`src/rtl/tinker_mem_arbiter.sv`:
```
// tinker_mem_arbiter: shares the single Tinker memory port between instruction
// fetch (32-bit reads) and data access (64-bit loads/stores). Data side wins
// arbitration unless fetch has been passed over STARVE_MAX times in a row.
// Latency: 1 arbitration cycle, then the transaction; rvalid is combinational
// with mem_ack, so a zero-wait memory costs 2 cycles per transaction.
// Backpressure: requesters hold req level-high until their rvalid pulse; one
// transaction outstanding, memory outputs held stable until mem_ack.
// Optional macro TINKER_ARB_TIMEOUT_EN: watchdog that ends a BUSY state after
// TIMEOUT_CYC cycles without mem_ack, pulsing arb_err (arb_err is 0 otherwise).
//
// Ports:
//   clk, reset                   clock (rising edge), async active-high reset
//   if_req/if_addr               fetch request (level) and byte address
//   if_gnt/if_rvalid/if_rdata    fetch owns port / data valid pulse / data
//   d_req/d_we/d_addr/d_wdata    data request (level), store flag, addr, data
//   d_gnt/d_rvalid/d_rdata       data owns port / done pulse / load data
//   mem_req/mem_we/mem_size      memory request, write enable, 0=4B 1=8B
//   mem_addr/mem_wdata           memory byte address and write data
//   mem_ack/mem_rdata            completion pulse and read data
//   arb_err                      watchdog timeout pulse
module tinker_mem_arbiter #(
  parameter int ADDR_W      = 32,
  parameter int DATA_W      = 64,
  parameter int STARVE_MAX  = 4,
  parameter int TIMEOUT_CYC = 256
) (
  input  logic              clk,
  input  logic              reset,
  input  logic              if_req,
  input  logic [ADDR_W-1:0] if_addr,
  output logic              if_gnt,
  output logic              if_rvalid,
  output logic [31:0]       if_rdata,
  input  logic              d_req,
  input  logic              d_we,
  input  logic [ADDR_W-1:0] d_addr,
  input  logic [DATA_W-1:0] d_wdata,
  output logic              d_gnt,
  output logic              d_rvalid,
  output logic [DATA_W-1:0] d_rdata,
  output logic              mem_req,
  output logic              mem_we,
  output logic              mem_size,
  output logic [ADDR_W-1:0] mem_addr,
  output logic [DATA_W-1:0] mem_wdata,
  input  logic              mem_ack,
  input  logic [DATA_W-1:0] mem_rdata,
  output logic              arb_err
);

  typedef enum logic [1:0] {IDLE, BUSY_IF, BUSY_D} state_t;

  localparam int SW = $clog2(STARVE_MAX + 1);
  localparam logic [SW-1:0] STARVE_LIM = SW'(STARVE_MAX);

  state_t        state;
  logic [SW-1:0] starve_cnt;
  logic          timeout;
  logic          done;
  logic          d_wins;

`ifdef TINKER_ARB_TIMEOUT_EN
  localparam int WW = $clog2(TIMEOUT_CYC + 1);
  logic [WW-1:0] wdog;

  // A real ack in the limit cycle takes precedence over the timeout.
  assign timeout = (state != IDLE) && !mem_ack && (wdog == WW'(TIMEOUT_CYC));
`else
  localparam int unused_timeout_cyc = TIMEOUT_CYC;
  assign timeout = 1'b0;
`endif

  assign arb_err = timeout;
  assign done    = mem_ack | timeout;

  // Data wins unless fetch is also waiting and has been starved long enough.
  assign d_wins = d_req && (!if_req || (starve_cnt < STARVE_LIM));

  // Completion is combinational with mem_ack; an ack seen in IDLE is stale and
  // cannot reach either requester because rvalid is qualified by the state.
  assign if_rvalid = (state == BUSY_IF) && done;
  assign d_rvalid  = (state == BUSY_D)  && done;
  // Timeout completions return zero data (mem_ack is low in that cycle).
  assign if_rdata  = (if_rvalid && mem_ack) ? mem_rdata[31:0] : 32'd0;
  assign d_rdata   = (d_rvalid && mem_ack && !mem_we) ? mem_rdata : '0;

  always_ff @(posedge clk or posedge reset) begin
    if (reset) begin
      state      <= IDLE;
      if_gnt     <= 1'b0;
      d_gnt      <= 1'b0;
      mem_req    <= 1'b0;
      mem_we     <= 1'b0;
      mem_size   <= 1'b0;
      mem_addr   <= '0;
      mem_wdata  <= '0;
      starve_cnt <= '0;
`ifdef TINKER_ARB_TIMEOUT_EN
      wdog       <= '0;
`endif
    end else begin
      case (state)
        IDLE: begin
`ifdef TINKER_ARB_TIMEOUT_EN
          wdog <= '0;
`endif
          if (d_wins) begin
            state     <= BUSY_D;
            d_gnt     <= 1'b1;
            mem_req   <= 1'b1;
            mem_we    <= d_we;
            mem_size  <= 1'b1;
            mem_addr  <= d_addr;
            mem_wdata <= d_wdata;
            // d_wins with if_req implies starve_cnt < limit, so the
            // increment saturates at STARVE_MAX by construction.
            if (if_req) starve_cnt <= starve_cnt + 1'b1;
            else        starve_cnt <= '0;
          end else if (if_req) begin
            state      <= BUSY_IF;
            if_gnt     <= 1'b1;
            mem_req    <= 1'b1;
            mem_we     <= 1'b0;
            mem_size   <= 1'b0;
            mem_addr   <= if_addr;
            mem_wdata  <= '0;
            starve_cnt <= '0;
          end else begin
            starve_cnt <= '0;
          end
        end
        BUSY_IF, BUSY_D: begin
          if (done) begin
            state   <= IDLE;
            if_gnt  <= 1'b0;
            d_gnt   <= 1'b0;
            mem_req <= 1'b0;
            mem_we  <= 1'b0;
`ifdef TINKER_ARB_TIMEOUT_EN
            wdog    <= '0;
          end else begin
            wdog    <= wdog + 1'b1;
`endif
          end
        end
        default: begin
          state   <= IDLE;
          if_gnt  <= 1'b0;
          d_gnt   <= 1'b0;
          mem_req <= 1'b0;
          mem_we  <= 1'b0;
        end
      endcase
    end
  end

endmodule

```
`config.mk`:
```
export PLATFORM = sky130hd
export DESIGN_NAME = tinker_mem_arbiter
export DESIGN_NICKNAME = d
export VERILOG_FILES = /design/src/rtl/tinker_mem_arbiter.sv
export SDC_FILE = /design/constraint.sdc
export NUM_CORES = 1
export LEC_CHECK = 0
export BUFFER_PORTS_ARGS = -buffer_cell sky130_fd_sc_hd__buf_2
export CORE_AREA = 2 2 153 155
export DETAILED_ROUTE_END_ITERATION = 16
export DIE_AREA = 0 0 155 157
export PLACE_DENSITY = 0.54
export SETUP_SLACK_MARGIN = 0.05
export SLEW_MARGIN = 20
export SYNTH_ARGS = -nofsm -noshare
export SYNTH_HDL_FRONTEND = slang
export SYNTH_SLANG_ARGS = --single-unit
```
`constraint.sdc`:
```
create_clock -name clk -period 3.7 [get_ports clk]
set_input_delay 0.555 -clock clk [delete_from_list [all_inputs] [get_ports clk]]
set_output_delay 0.555 -clock clk [all_outputs]
set_load 0.05 [all_outputs]
```
== Word-level counts from Yosys, hierarchy flattened ==
Index checks and enable logic that the tools add are counted.
W data, S select, Z words.
Storage, ports and cells
  bits in registers: 106
  input port bits: 198
  output and inout bits: 200
Operators by class
  $add $sub $neg: 1
  magnitude comparators: 1
  equal/unequal tests: 7
  multiplexer cells: 24
  reduce and logical (&&, ||, !) cells: 16
Operator list (number)
  $mux W64: 3
  $mux W32: 3
  $mux W1: 8
  $ne A2 B2 Y1 const B: 4
  $pmux W1 S2: 4
  $logic_and A1 B1 Y1: 6
  $mux W2: 3
  $mux W3: 2
  $reduce_and A2 Y1: 3
  $pmux W2 S2: 1
  $add A3 B1 Y3 const B: 1
  $lt A3 B3 Y1 const B: 1
  $ne A3 B3 Y1 const B: 1
  $reduce_and A3 Y1: 1
  $eq A2 B1 Y1 const B: 1
  $eq A2 B2 Y1 const B: 1
  $logic_not A1 Y1: 2
  $logic_not A2 Y1: 1
  $reduce_bool A2 Y1: 1
  $reduce_or A2 Y1: 1
  $logic_or A1 B1 Y1: 1

== Logic depth before layout (Yosys ltp) ==
Gate-level depths: netlist of run 1.
  word-level depth: 5
  gate-level depth with buffers: 7

== Least setup slack after synthesis of run 1 ==
OpenSTA, ideal clock, no wires.
  kind: register to output
  from: register state[0]
  to: output d_rdata[10]
  data arrival time: 2.018 ns
  data required time: 3.145 ns
  path slack: 1.127 ns
  cell stages (with the launch flop): 8
  cell sequence: dfrtp_1 inv_1 ha_1 and2_1 nor2b_1 buf_2 clkbuf_1 and2_1
Between the ends
  cells in the longest elaborated chain, start to end: 5
Ends and longest elaborated chain
  start, declared: line 56  | state_t state;
  start signal, assigned: line 89  | state <= IDLE;
  start signal, assigned: line 108  | state <= BUSY_D;
  start signal, assigned: line 120  | state <= BUSY_IF;
  $eq A2 B2 Y1: line 82  | assign d_rvalid = (state == BUSY_D) && done;
  $logic_and A1 B1 Y1: line 82
  via d_rvalid: line 39  | output logic d_rvalid,
  $logic_and A1 B1 Y1 (2 in series): line 85  | assign d_rdata = (d_rvalid && mem_ack && !mem_we) ? mem_rdata : '0;
  $mux W64: line 85
  end, declared: line 40  | output logic [DATA_W-1:0] d_rdata,
The timed path passes the listed nets, and every way through them passes these cells.

== Final worst setup path of run 1 ==
  from: register state[0]
  to: output d_rdata[58]
Between the ends
  cells in the longest elaborated chain, start to end: 5
Ends and longest elaborated chain (line)
  $eq A2 B2 Y1: 82
  $logic_and A1 B1 Y1: 82
  $logic_and A1 B1 Y1 (2 in series): 85
  $mux W64: 85
No other way between the ends.

==> metrics.md, run 1 <==
| Metric | Value |
|---|---|
| Total track usage | approximately 15% |
| Setup Buffers After CTS | 0 |
| Met2 Routed Length | 9.90 mm |
| Final setup vio count | 0 |
| Pre-antenna DRT Iters | 4 |
| Die area | 0.0243 mm² |
| Critical path's slowest cell | nor2b_4 |
| Switching share of power | around 56% |
| Maxcap violations | 0 |
| Vias in the first global route | approximately 4700 |
| Slowest cell delay on critical path | roughly 0.74 ns |
| I/O pin cnt | ~400 |
| Core footprint | between 0.02 and 0.025 mm² |
| Crit Path Max Fanout | 64 |
| Worst Path Arrival | approximately 2.4 ns |
| DIE HEIGHT | about 160 µm |
| Final wirelength | just under 20 mm |
| First-pass GRT wire length | between 20 and 30 mm |
| Post-DR wirelength/cell | 16.9 µm |
| Crit path buffers/inverters | 2 |
| 1st-iter DRT viols | ~300 |
| Clock latency on the worst-skew pair | between 0.3 and 0.4 ns |
| HP Class | in -> async |
| Top-count cell post-synth | dfrtp_1 |
| Yosys warnings | 0 |
| WL met1 | 7.70 mm |
| Crit-path cells | inv_1 -> ha_1 -> and2_1 -> nor2b_4 -> and2_1 -> buf_2 |
| Most used cell along the critical path | and2_1 |
| Yosys reg bits | 106 |
| CP endpoint kind | output port |
| FF-to-FF setup slack | about 1.5 ns |
| Initial core utilization | between 20 and 25% |
| WP data required | around 3.1 ns |
| Largest net degree at the start of global routing | 65 |
| Worst VDD drop | slightly below 0.0005 V |
| PortBufs | a little under 400 |
| Pint | roughly 3.4 mW |
| Cts bufs inserted | 9 |
| Post-route ant nets | 0 |
| Cell Rows | 55 |
| Largest area contributor in the netlist | dfrtp_1 |
| Clock power frac | between 10% and 20% |
| Final Skew | 0.00693 ns |
| Post-synth EDFFs | 0 |
| Leakage | between 4 and 5 nW |
| GP Congestion | ~0.85 |
| Total grt overflow | 0 |
| Num Clock Sinks | 106 |
| Top cells by count, synth | dfrtp_1 (106), and2_1 (68), a22o_1 (66), a21oi_1 (64), nor2_1 (35) |
| DR vias/cell | roughly 4.3 |
| Residual DRC count | 0 |
| Initial antenna violation count | 6 |
| Design Power | roughly 7.7 mW |
| Top_reg_cell synth | dfrtp_1 |
| Final hold vios | 0 |
| Async set or reset register ratio after synthesis | between 90% and 100% |
| Seq/Total Area, Yosys | a little over half |
| Crit share post-route | between 70% and 80% |
| Top Metal Used | met4 |
| Status | completed |
| Final TNS setup | 0 ns |
| Vias | between 4000 and 5000 |
| Clk slew on worst S/H paths | ~0.080 ns |
| Slew headroom | 39.7% |
| Part of the power in registers | 26.2% |
| Synth top area cells | dfrtp_1 (54%), a22o_1 (12%), and2_1 (8.7%) |
| Synth top area share | a little over half |
| Critical path class | reg -> out |
| RSZ-0062 raised after global routing | false |
| PwrDens | 1030 mW/mm² |
| Post-layout minimum cycle time | 2.94 ns |
| Part of the power in combinational logic | 61.0% |
| Post-CTS Hold Buffers | 0 |
| Measured slew at the worst slew-check pin | roughly 0.90 ns |
| Top delay family on crit path | simple AND/OR/NAND/NOR gates |
| Hpwl dp | 14.9 mm |
| CTS tree | built |
| Area grow syn2layout | 52.4% |
| Fmax | roughly 340 MHz |
| Share of cells above drive strength 1 | between 50% and 60% |
| Synth cell types | 29 |
| # nets final | about 1000 |
| Slew Limit Fails | 0 |
| Synth Cell Area | between 0.004 and 0.005 mm² |
| Post-Syn Instances | roughly 480 |
| Switching power | 4.30 mW |
| Critical path startpoint category | flop |
| Met3 WL post-DR | between 1 and 1.5 mm |
| Clock buffer depth | 2 |
| # H-tree levels | 3 |
| Mean Syn Cell Area | 10.2 µm² |
| Die width | roughly 160 µm |
| Post_cts resized | 0 |
| Post-Syn Nets | 679 |
| Clk root buf | clkbuf_16 |
## sequential cells by signal (all words and copies together), names as in the netlist
signal,flops
mem_addr,32
mem_size,1
d_gnt,1
mem_wdata,64
starve_cnt,3
mem_req,1
if_gnt,1
state,2
mem_we,1
## layout make-up
type                            count  area (µm²)
Antenna cell                        3        7.51
Fill cell                        2408       15100
Inverter                            4        17.5
Clock inverter                      6        65.1
Sequential cell                   106        2650
Multi-Input combinational cell    322        2010
Tap cell                          285         357
Timing Repair Buffer              404        2090
Clock buffer                       10         239
## metal layers
metal,up-vias,GRT usage (%)
met5,-,0
met4,0,4.72
met3,13,3.61
met2,246,26.8
met1,2282,17.6
li1,2393,-
## placed cells by master (no fill, tap or decap), types with 2 or more instances in the layout
cell       netlist  routed
a21oi_1         64      64
ha_1             4       4
a22o_1          66      66
nor2_1          35      35
a21o_1           3       3
clkbuf_16        0       9
inv_1            4       3
inv_8            0       2
diode_2          0       3
and3_1          32      32
o22a_1           3       3
dfrtp_1        106     106
and2_1          68      67
buf_4            1       5
nand2_1         32      32
inv_6            0       2
buf_2           11     396
buf_12           0       2
## through the flow
step,instance area [µm²],util (%),std cells,hold WS [ns],setup WS [ns]
2_1_floorplan,4880,-,477,0.457,0.356
3_3_place_gp,7100,31.6,1120,0.455,0.759
3_5_place_dp,7100,31.6,1120,0.481,0.756
4_1_cts,7400,32.9,1136,0.196,0.720
5_1_grt,7440,33.1,1140,0.205,0.495
6_report,7440,33.1,1140,0.191,0.755
## power by group through the flow
| stage | registers (mW) | logic, mW | clock network [mW] |
|---|---|---|---|
| 2_1_floorplan | 3.84 | 1.72 | 0 |
| 3_3_place_gp | 2.02 | 4.68 | 0 |
| 3_5_place_dp | 2.00 | 4.71 | 0 |
| 4_1_cts | 2.01 | 4.69 | 1.03 |
| 5_1_grt | 2.08 | 4.95 | 1.08 |
| 6_report | 2.01 | 4.68 | 0.985 |
## logic make-up after synthesis
family / after synthesis / share of synthesized area (%)
buffers and inverters: 49 / 4.74
AOI/OAI and AO/OA: 142 / 20.6
other: 1 / 0.0768
and+or+nand+nor: 173 / 18.8
muxes: 2 / 0.436
DFF: 106 / 54.3
adders and majority gates: 4 / 1.03
## path summary, 6_finish.rpt
path                                       from                        end  cells after the start
setup / recovery           state[0]$_DFFE_PP0P_                d_rdata[58]                      6
hold / removal                            reset   mem_addr[27]$_DFFE_PP0P_                      2
setup reg to reg           state[0]$_DFFE_PP0P_  mem_wdata[30]$_DFFE_PP0P_                      5
hold reg to reg            mem_size$_DFFE_PP0P_       mem_size$_DFFE_PP0P_                      1
max in group asynchronous                 reset   mem_addr[16]$_DFFE_PP0P_                      3
min in group clk                    d_wdata[53]  mem_wdata[53]$_DFFE_PP0P_                      2
Power figures use the tool's default switching activity.
==> run 2: changes to the inputs <==
--- a/config.mk
+++ b/config.mk
@@ -9,7 +9,7 @@
 export CORE_AREA = 2 2 153 155
 export DETAILED_ROUTE_END_ITERATION = 16
 export DIE_AREA = 0 0 155 157
-export PLACE_DENSITY = 0.54
+export PLACE_DENSITY = 0.55
 export SETUP_SLACK_MARGIN = 0.05
 export SLEW_MARGIN = 20
 export SYNTH_ARGS = -nofsm -noshare
==> constraint.sdc (replaced) <==
create_clock -name clk -period 2.6 [get_ports clk]
set_input_delay 0.39 -clock clk [delete_from_list [all_inputs] [get_ports clk]]
set_output_delay 0.39 -clock clk [all_outputs]
set_load 0.05 [all_outputs]
==> run 2 against run 1 <==
Non-clock buffer count is 3 higher. Clock power rose by 49%. Final cell count increased by 0.35%. Worst hold slack worse by 0.090 ns. Largest cell class unchanged. Largest power group unchanged. Highest routed layer unchanged.
==> metrics.md, run 2 (synthesis gave the netlist of run 1 again) <==
| Metric | Value |
|---|---|
| Post-layout minimum cycle time | about 2.4 ns |
| Die area | 0.0243 mm² (unchanged) |
| Final-layout fill cell count | 2392 (-0.66%) |
| Slew Limit Fails | 0 (unchanged) |
| HP Class | in -> async |
| RSZ-0062 raised after global routing | false |
| Most frequent cells in the layout | buf_2 (396), dfrtp_1 (106), and2_1 (67), a22o_1 (66), a21oi_1 (64) |
| 1st-iter DRT viols | 219 (-28%) |
| Worst Path Arrival | 1.99 ns (-0.40 ns) |
| Total grt overflow | 0 (unchanged) |
| DIE HEIGHT | 157 µm (unchanged) |
| Crit Path Max Fanout | 64 (unchanged) |
| Vias | 4950 (+0.32%) |
| Commonest non-fill, non-tap cell in the layout | buf_2 |
| Share of cells above drive strength 1 | 50.3% (+0.18 points) |
| GP Congestion | 0.806 (-5.3%) |
| Vias in the first global route | 4725 (+0.36%) |
| Largest net degree at the start of global routing | 91 (+40%) |
| Critical path class | reg -> out |
| Clock buffer depth | 2 (unchanged) |
| Pre-antenna DRT Iters | 4 (unchanged) |
| Pint | 4.86 mW (+44%) |
| Switching power | 6.13 mW (+43%) |
| Worst r2r dst | mem_wdata[47]$_DFFE_PP0P_ |
| Worst flop-to-flop path startpoint | state[0]$_DFFE_PP0P_ |
| Initial antenna violation count | 6 (unchanged) |
| Final hold vios | 0 (unchanged) |
| WP data required | 2.21 ns (-0.93 ns) |
| Clock power frac | 13.3% (+0.5 points) |
| Met2 Usage GRT | 27.3% (+0.59 points) |
| Status | completed |
| # H-tree levels | 3 (unchanged) |
| Fmax | around 420 MHz |
| Final TNS setup | 0 ns (unchanged) |
| Die width | 155 µm (unchanged) |
| Area grow syn2layout | 53.2% |
| CP endpoint kind | output port |
| Final Skew | 0.0121 ns (+0.00522 ns) |
| Measured slew at the worst slew-check pin | 0.806 ns (-0.0957 ns) |
| Top Registers | mem_wdata x64, mem_addr x32, starve_cnt x3 |
| CTS tree | built |
| Crit share post-route | between 90 and 100% |
| Worst VDD drop | 0.000833 V (+70%) |
| Placement Setup Slack | 0.455 ns (-0.301 ns) |
| GR peak layer | met2 |
| Final setup vio count | 0 (unchanged) |
| Final wirelength | 19.6 mm (+2.2%) |
| Met3 usage | 4.54% (+0.94 points) |
| Hpwl dp | 15.0 mm (+0.73%) |
| PwrDens | 1470 mW/mm² (+43%) |
| Num Clock Sinks | 106 (unchanged) |
| Post-CTS Hold Buffers | 0 (unchanged) |
| Switching share of power | 55.8% (-0.18 points) |
| Total track usage | 15.4% (+0.46 points) |
| Post-route ant nets | 0 (unchanged) |
| Residual DRC count | 0 (unchanged) |
| Cell Rows | 55 (unchanged) |
| Setup ws final | 0.218 ns (-0.537 ns) |
| Post-DR wirelength/cell | 17.2 µm (+1.8%) |
| First-pass GRT wire length | 28.3 mm (+2.1%) |
| Core footprint | 0.0225 mm² (unchanged) |
| Slew headroom | 46.2% (+6.5 points) |
| Clock latency on the worst-skew pair | 0.36 ns (about the same) |
| Leakage | 4.28 nW (+0.34%) |
| Part of the power in registers | 25.9% (-0.3 points) |
| Worst r2r path cells | 5 (unchanged) |
| DR vias/cell | 4.33 (about the same) |
| Initial core utilization | 21.7% (unchanged) |
| I/O pin cnt | 398 (unchanged) |
| Max FFs per register | 64 (unchanged) |
| Design Power | 11.0 mW (+43%) |
| # nets final | 1052 (+0.29%) |
| Clk slew on worst S/H paths | 0.08 ns (about the same) |
| Cts bufs inserted | 9 (unchanged) |
| Clk root buf | clkbuf_16 |
| Met1 Use GR | 17.5% (-0.11 points) |
| Part of the power in combinational logic | 60.8% (-0.2 points) |
| Top reg by flops | mem_wdata |
| Maxcap violations | 0 (unchanged) |
| Critical path startpoint category | flop |
| PortBufs | 396 (unchanged) |
| FF-to-FF setup slack | 0.63 ns (-0.85 ns) |
[run 2: timing repair]
action / in CTS / in global routing
endpoints found under the setup margin: 0 / 64
gates resized for setup: 0 / 3
buffers inserted: 0 / 0
[run 2: final cells by class]
class / count / area (µm²) / share of cell area (%)
inverters: 4 / 18.8 / 0.251
multi-input cells: 322 / 2010 / 26.9
diodes: 4 / 10.0 / 0.134
repair buffers: 407 / 2110 / 28.2
clock buffers: 9 / 225 / 3.01
clock inverters: 7 / 92.6 / 1.24
flip-flops and latches: 106 / 2650 / 35.5
well taps: 285 / 357 / 4.77
[run 2: power by group through the flow]
stage	clock network, mW	registers (mW)	logic (mW)
floorplan	0	5.47	2.45
global placement	0	2.88	6.68
detailed placement	0	2.84	6.76
CTS	1.53	2.85	6.74
global route	1.60	2.96	7.06
finish	1.47	2.85	6.68
[run 2: per-layer routing]
layer  wire length, µm  share of wire, %
met1              7530                38
met2             10100                51
met3              1540               7.8
met4               458               2.3
met5                 0                 0
[run 2: how the worst max path moves through the flow]
stage / to / cells after the start / slack, ns / startpoint
floorplan: d_rdata[10] / 7 / 0.19 / state[0]$_DFFE_PP0P_
global route: d_rdata[50] / 7 / 0.06 / state[0]$_DFFE_PP0P_
global placement: d_rdata[43] / 7 / 0.53 / state[0]$_DFFE_PP0P_
detailed placement: d_rdata[53] / 7 / 0.45 / state[0]$_DFFE_PP0P_
CTS: d_rdata[53] / 7 / 0.06 / state[0]$_DFFE_PP0P_
finish: d_rdata[53] / 7 / 0.22 / state[0]$_DFFE_PP0P_
[run 2: metrics by stage]
step	utilization, %	hold WS [ns]	instance area [µm²]	std cells
2_1_floorplan	-	0.457	4890	477
3_3_place_gp	31.7	0.455	7140	1124
3_5_place_dp	31.7	0.461	7140	1124
4_1_cts	33.2	0.110	7460	1140
5_1_grt	33.2	0.141	7480	1143
6_report	33.2	0.101	7480	1144
[run 2: critical path, stage by stage (launching register included)]
cell     delay, ns
dfrtp_1       0.41
inv_1         0.09
ha_1          0.14
and2_1        0.14
nor2b_4       0.15
buf_8         0.25
and2_1        0.18
buf_2         0.26
==> run 3: changes to the inputs <==
--- a/config.mk
+++ b/config.mk
@@ -9,6 +9,7 @@
 export CORE_AREA = 2 2 153 155
 export DETAILED_ROUTE_END_ITERATION = 16
 export DIE_AREA = 0 0 155 157
+export HOLD_SLACK_MARGIN = 0.15
 export PLACE_DENSITY = 0.55
 export SETUP_SLACK_MARGIN = 0.05
 export SLEW_MARGIN = 20
==> run 3 against run 2 <==
Clock-buffer cell count unchanged. Sequential share of layout area is essentially flat. First-iteration DRC count is 7.8% higher. Clock skew about the same. Power is essentially flat. Global-route usage unchanged. Register-to-register slack about the same. Combinational power is essentially flat. Critical path depth did not move. Non-clock buffer count rose by 1. Routed wire length barely moved. Die area unchanged. Largest cell class unchanged.
==> metrics.md, run 3 (synthesis gave the netlist of run 1 again) <==
| Metric | Value |
|---|---|
| Status | completed |
| Initial core utilization | 21.7% (unchanged) |
| Crit Path Max Fanout | 64 (unchanged) |
| Share of cells above drive strength 1 | 50.2% (-0.059 points) |
| Placed Cells | 1124 (unchanged) |
| Post-DR wirelength/cell | 17.1 µm (about the same) |
| Slew Limit Fails | 0 (unchanged) |
| Part of the power in combinational logic | 60.8% (about the same) |
| # nets final | 1053 (+0.095%) |
| Largest net degree at the start of global routing | 91 (unchanged) |
| PortBufs | 396 (unchanged) |
| Vias | 4955 (+0.10%) |
| Residual DRC count | 0 (unchanged) |
| FF-to-FF setup slack | 0.63 ns (about the same) |
| Worst r2r path cells | 5 (unchanged) |
| Area grow syn2layout | 53.4% |
| DR vias/cell | 4.33 (about the same) |
| CP endpoint kind | output port |
| Core footprint | 0.0225 mm² (unchanged) |
| Total grt overflow | 0 (unchanged) |
| PwrDens | 1470 mW/mm² (about the same) |
| RSZ-0062 raised after global routing | false |
| Placement Setup Slack | 0.455 ns (unchanged) |
| WP data required | 2.21 ns (about the same) |
| Hpwl dp | 15.0 mm (unchanged) |
| Total track usage | 15.4% (unchanged) |
| Critical path startpoint category | flop |
| Post-Layout Cell Count | 1145 (+0.087%) |
| Final setup vio count | 0 (unchanged) |
| CTS tree | built |
| Final hold vios | 0 (unchanged) |
| Top reg by flops | mem_wdata |
| Part of the power in registers | 25.9% (about the same) |
| Commonest non-fill, non-tap cell in the layout | buf_2 |
| Maxcap violations | 0 (unchanged) |
| Final TNS setup | 0 ns (unchanged) |
| GP Congestion | 0.806 (unchanged) |
| Critical path class | reg -> out |
| Max FFs per register | 64 (unchanged) |
| Die area | 0.0243 mm² (unchanged) |
| Worst flop-to-flop path startpoint | state[0]$_DFFE_PP0P_ |
| Cts bufs inserted | 9 (unchanged) |
| Pint | 4.86 mW (about the same) |
| Clk root buf | clkbuf_16 |
| Final wirelength | 19.6 mm (about the same) |
| Initial antenna violation count | 6 (unchanged) |
| Clock buffer depth | 2 (unchanged) |
| Pre-antenna DRT Iters | 4 (unchanged) |
| Top Registers | mem_wdata x64, mem_addr x32, starve_cnt x3 |
| Worst VDD drop | 0.000832 V (-0.18%) |
| HP Class | in -> reg |
| Post-route ant nets | 0 (unchanged) |
| Final Skew | 0.0120 ns (-0.000110 ns) |
| Hold path depth | 2 |
| Crit share post-route | 91.6% (about the same) |
| Num Clock Sinks | 106 (unchanged) |
| Worst r2r dst | mem_wdata[47]$_DFFE_PP0P_ |
| Leakage | 4.28 nW (about the same) |
| Setup Buffers After CTS | 0 (unchanged) |
| Slew headroom | 46.6% (+0.35 points) |
| Die width | 155 µm (unchanged) |
| Switching power | 6.14 mW (about the same) |
| Worst Path Arrival | 1.99 ns (about the same) |
| Post-layout minimum cycle time | 2.38 ns (+0.000671 ns) |
| Most frequent cells in the layout | buf_2 (396), dfrtp_1 (106), and2_1 (67), a22o_1 (66), a21oi_1 (64) |
| Cell Rows | 55 (unchanged) |
| Vias in the first global route | 4731 (+0.13%) |
| Setup ws final | 0.218 ns (-0.000671 ns) |
| DIE HEIGHT | 157 µm (unchanged) |
| Measured slew at the worst slew-check pin | 0.801 ns (-0.00520 ns) |
| Switching share of power | 55.8% (about the same) |
| Clk slew on worst S/H paths | 0.09 ns (about the same) |
| First-pass GRT wire length | 28.3 mm (about the same) |
| Worst hold path startpoint | d_wdata[57] |
| 1st-iter DRT viols | 236 (+7.8%) |
| Clock power frac | 13.3% (about the same) |
| Hold Path Sink | mem_wdata[57]$_DFFE_PP0P_ |
| # H-tree levels | 3 (unchanged) |
| Dpl cell area | 0.00714 mm² (unchanged) |
| Fmax | 420 MHz (about the same) |
| Clock latency on the worst-skew pair | 0.36 ns (about the same) |
| Design Area, Final | 0.00749 mm² (+0.13%) |
| I/O pin cnt | 398 (unchanged) |
## run 3: how the worst max path moves through the flow
stage | from | end | cells past startpoint
finish | state[0]$_DFFE_PP0P_ | d_rdata[53] | 7
global route | state[0]$_DFFE_PP0P_ | d_rdata[50] | 7
CTS | state[0]$_DFFE_PP0P_ | d_rdata[53] | 7
detailed placement | state[0]$_DFFE_PP0P_ | d_rdata[53] | 7
global placement | state[0]$_DFFE_PP0P_ | d_rdata[43] | 7
floorplan | state[0]$_DFFE_PP0P_ | d_rdata[10] | 7
## run 3: final cells by class
class	count	area [µm²]
Timing Repair Buffer	408	2120
Antenna cell	4	10.0
Inverter	4	18.8
Clock inverter	7	92.6
Tap cell	285	357
Multi-Input combinational cell	322	2010
Clock buffer	9	225
Fill cell	2391	15000
Sequential cell	106	2650
## run 3: repair_timing
action,4_1_cts,5_1_grt
hold buffers,1,0
resized for setup,0,3
endpoints found under the setup margin,0,64
endpoints found under the hold margin,61,0
## run 3: per-layer routing
metal | GRT usage, % | part of all wire, % | vias up
li1 | - | - | 2404
met1 | 17.5 | 38 | 2293
met2 | 27.3 | 52 | 238
met3 | 4.54 | 7.9 | 20
met4 | 5.69 | 2.3 | 0
met5 | 0 | 0 | -
## run 3: worst max-delay path, cell delays in order, from the launching register on
cell	delay, ns
dfrtp_1	0.41
inv_1	0.09
ha_1	0.14
and2_1	0.14
nor2b_4	0.15
buf_8	0.25
and2_1	0.18
buf_2	0.26
## run 3: power groups by stage
stage / logic, mW / registers, mW / clock network (mW)
finish: 6.68 / 2.85 / 1.47
global route: 7.06 / 2.96 / 1.60
CTS: 6.74 / 2.85 / 1.53
detailed placement: 6.76 / 2.84 / 0
global placement: 6.68 / 2.88 / 0
floorplan: 2.45 / 5.47 / 0
## run 3: metrics by stage
stage | hold slack (ns) | util [%] | power [mW]
2_1_floorplan | 0.457 | - | 7.93
3_3_place_gp | 0.455 | 31.7 | 9.56
3_5_place_dp | 0.461 | 31.7 | 9.60
4_1_cts | 0.225 | 33.2 | 11.1
5_1_grt | 0.220 | 33.3 | 11.6
6_report | 0.243 | 33.3 | 11.0
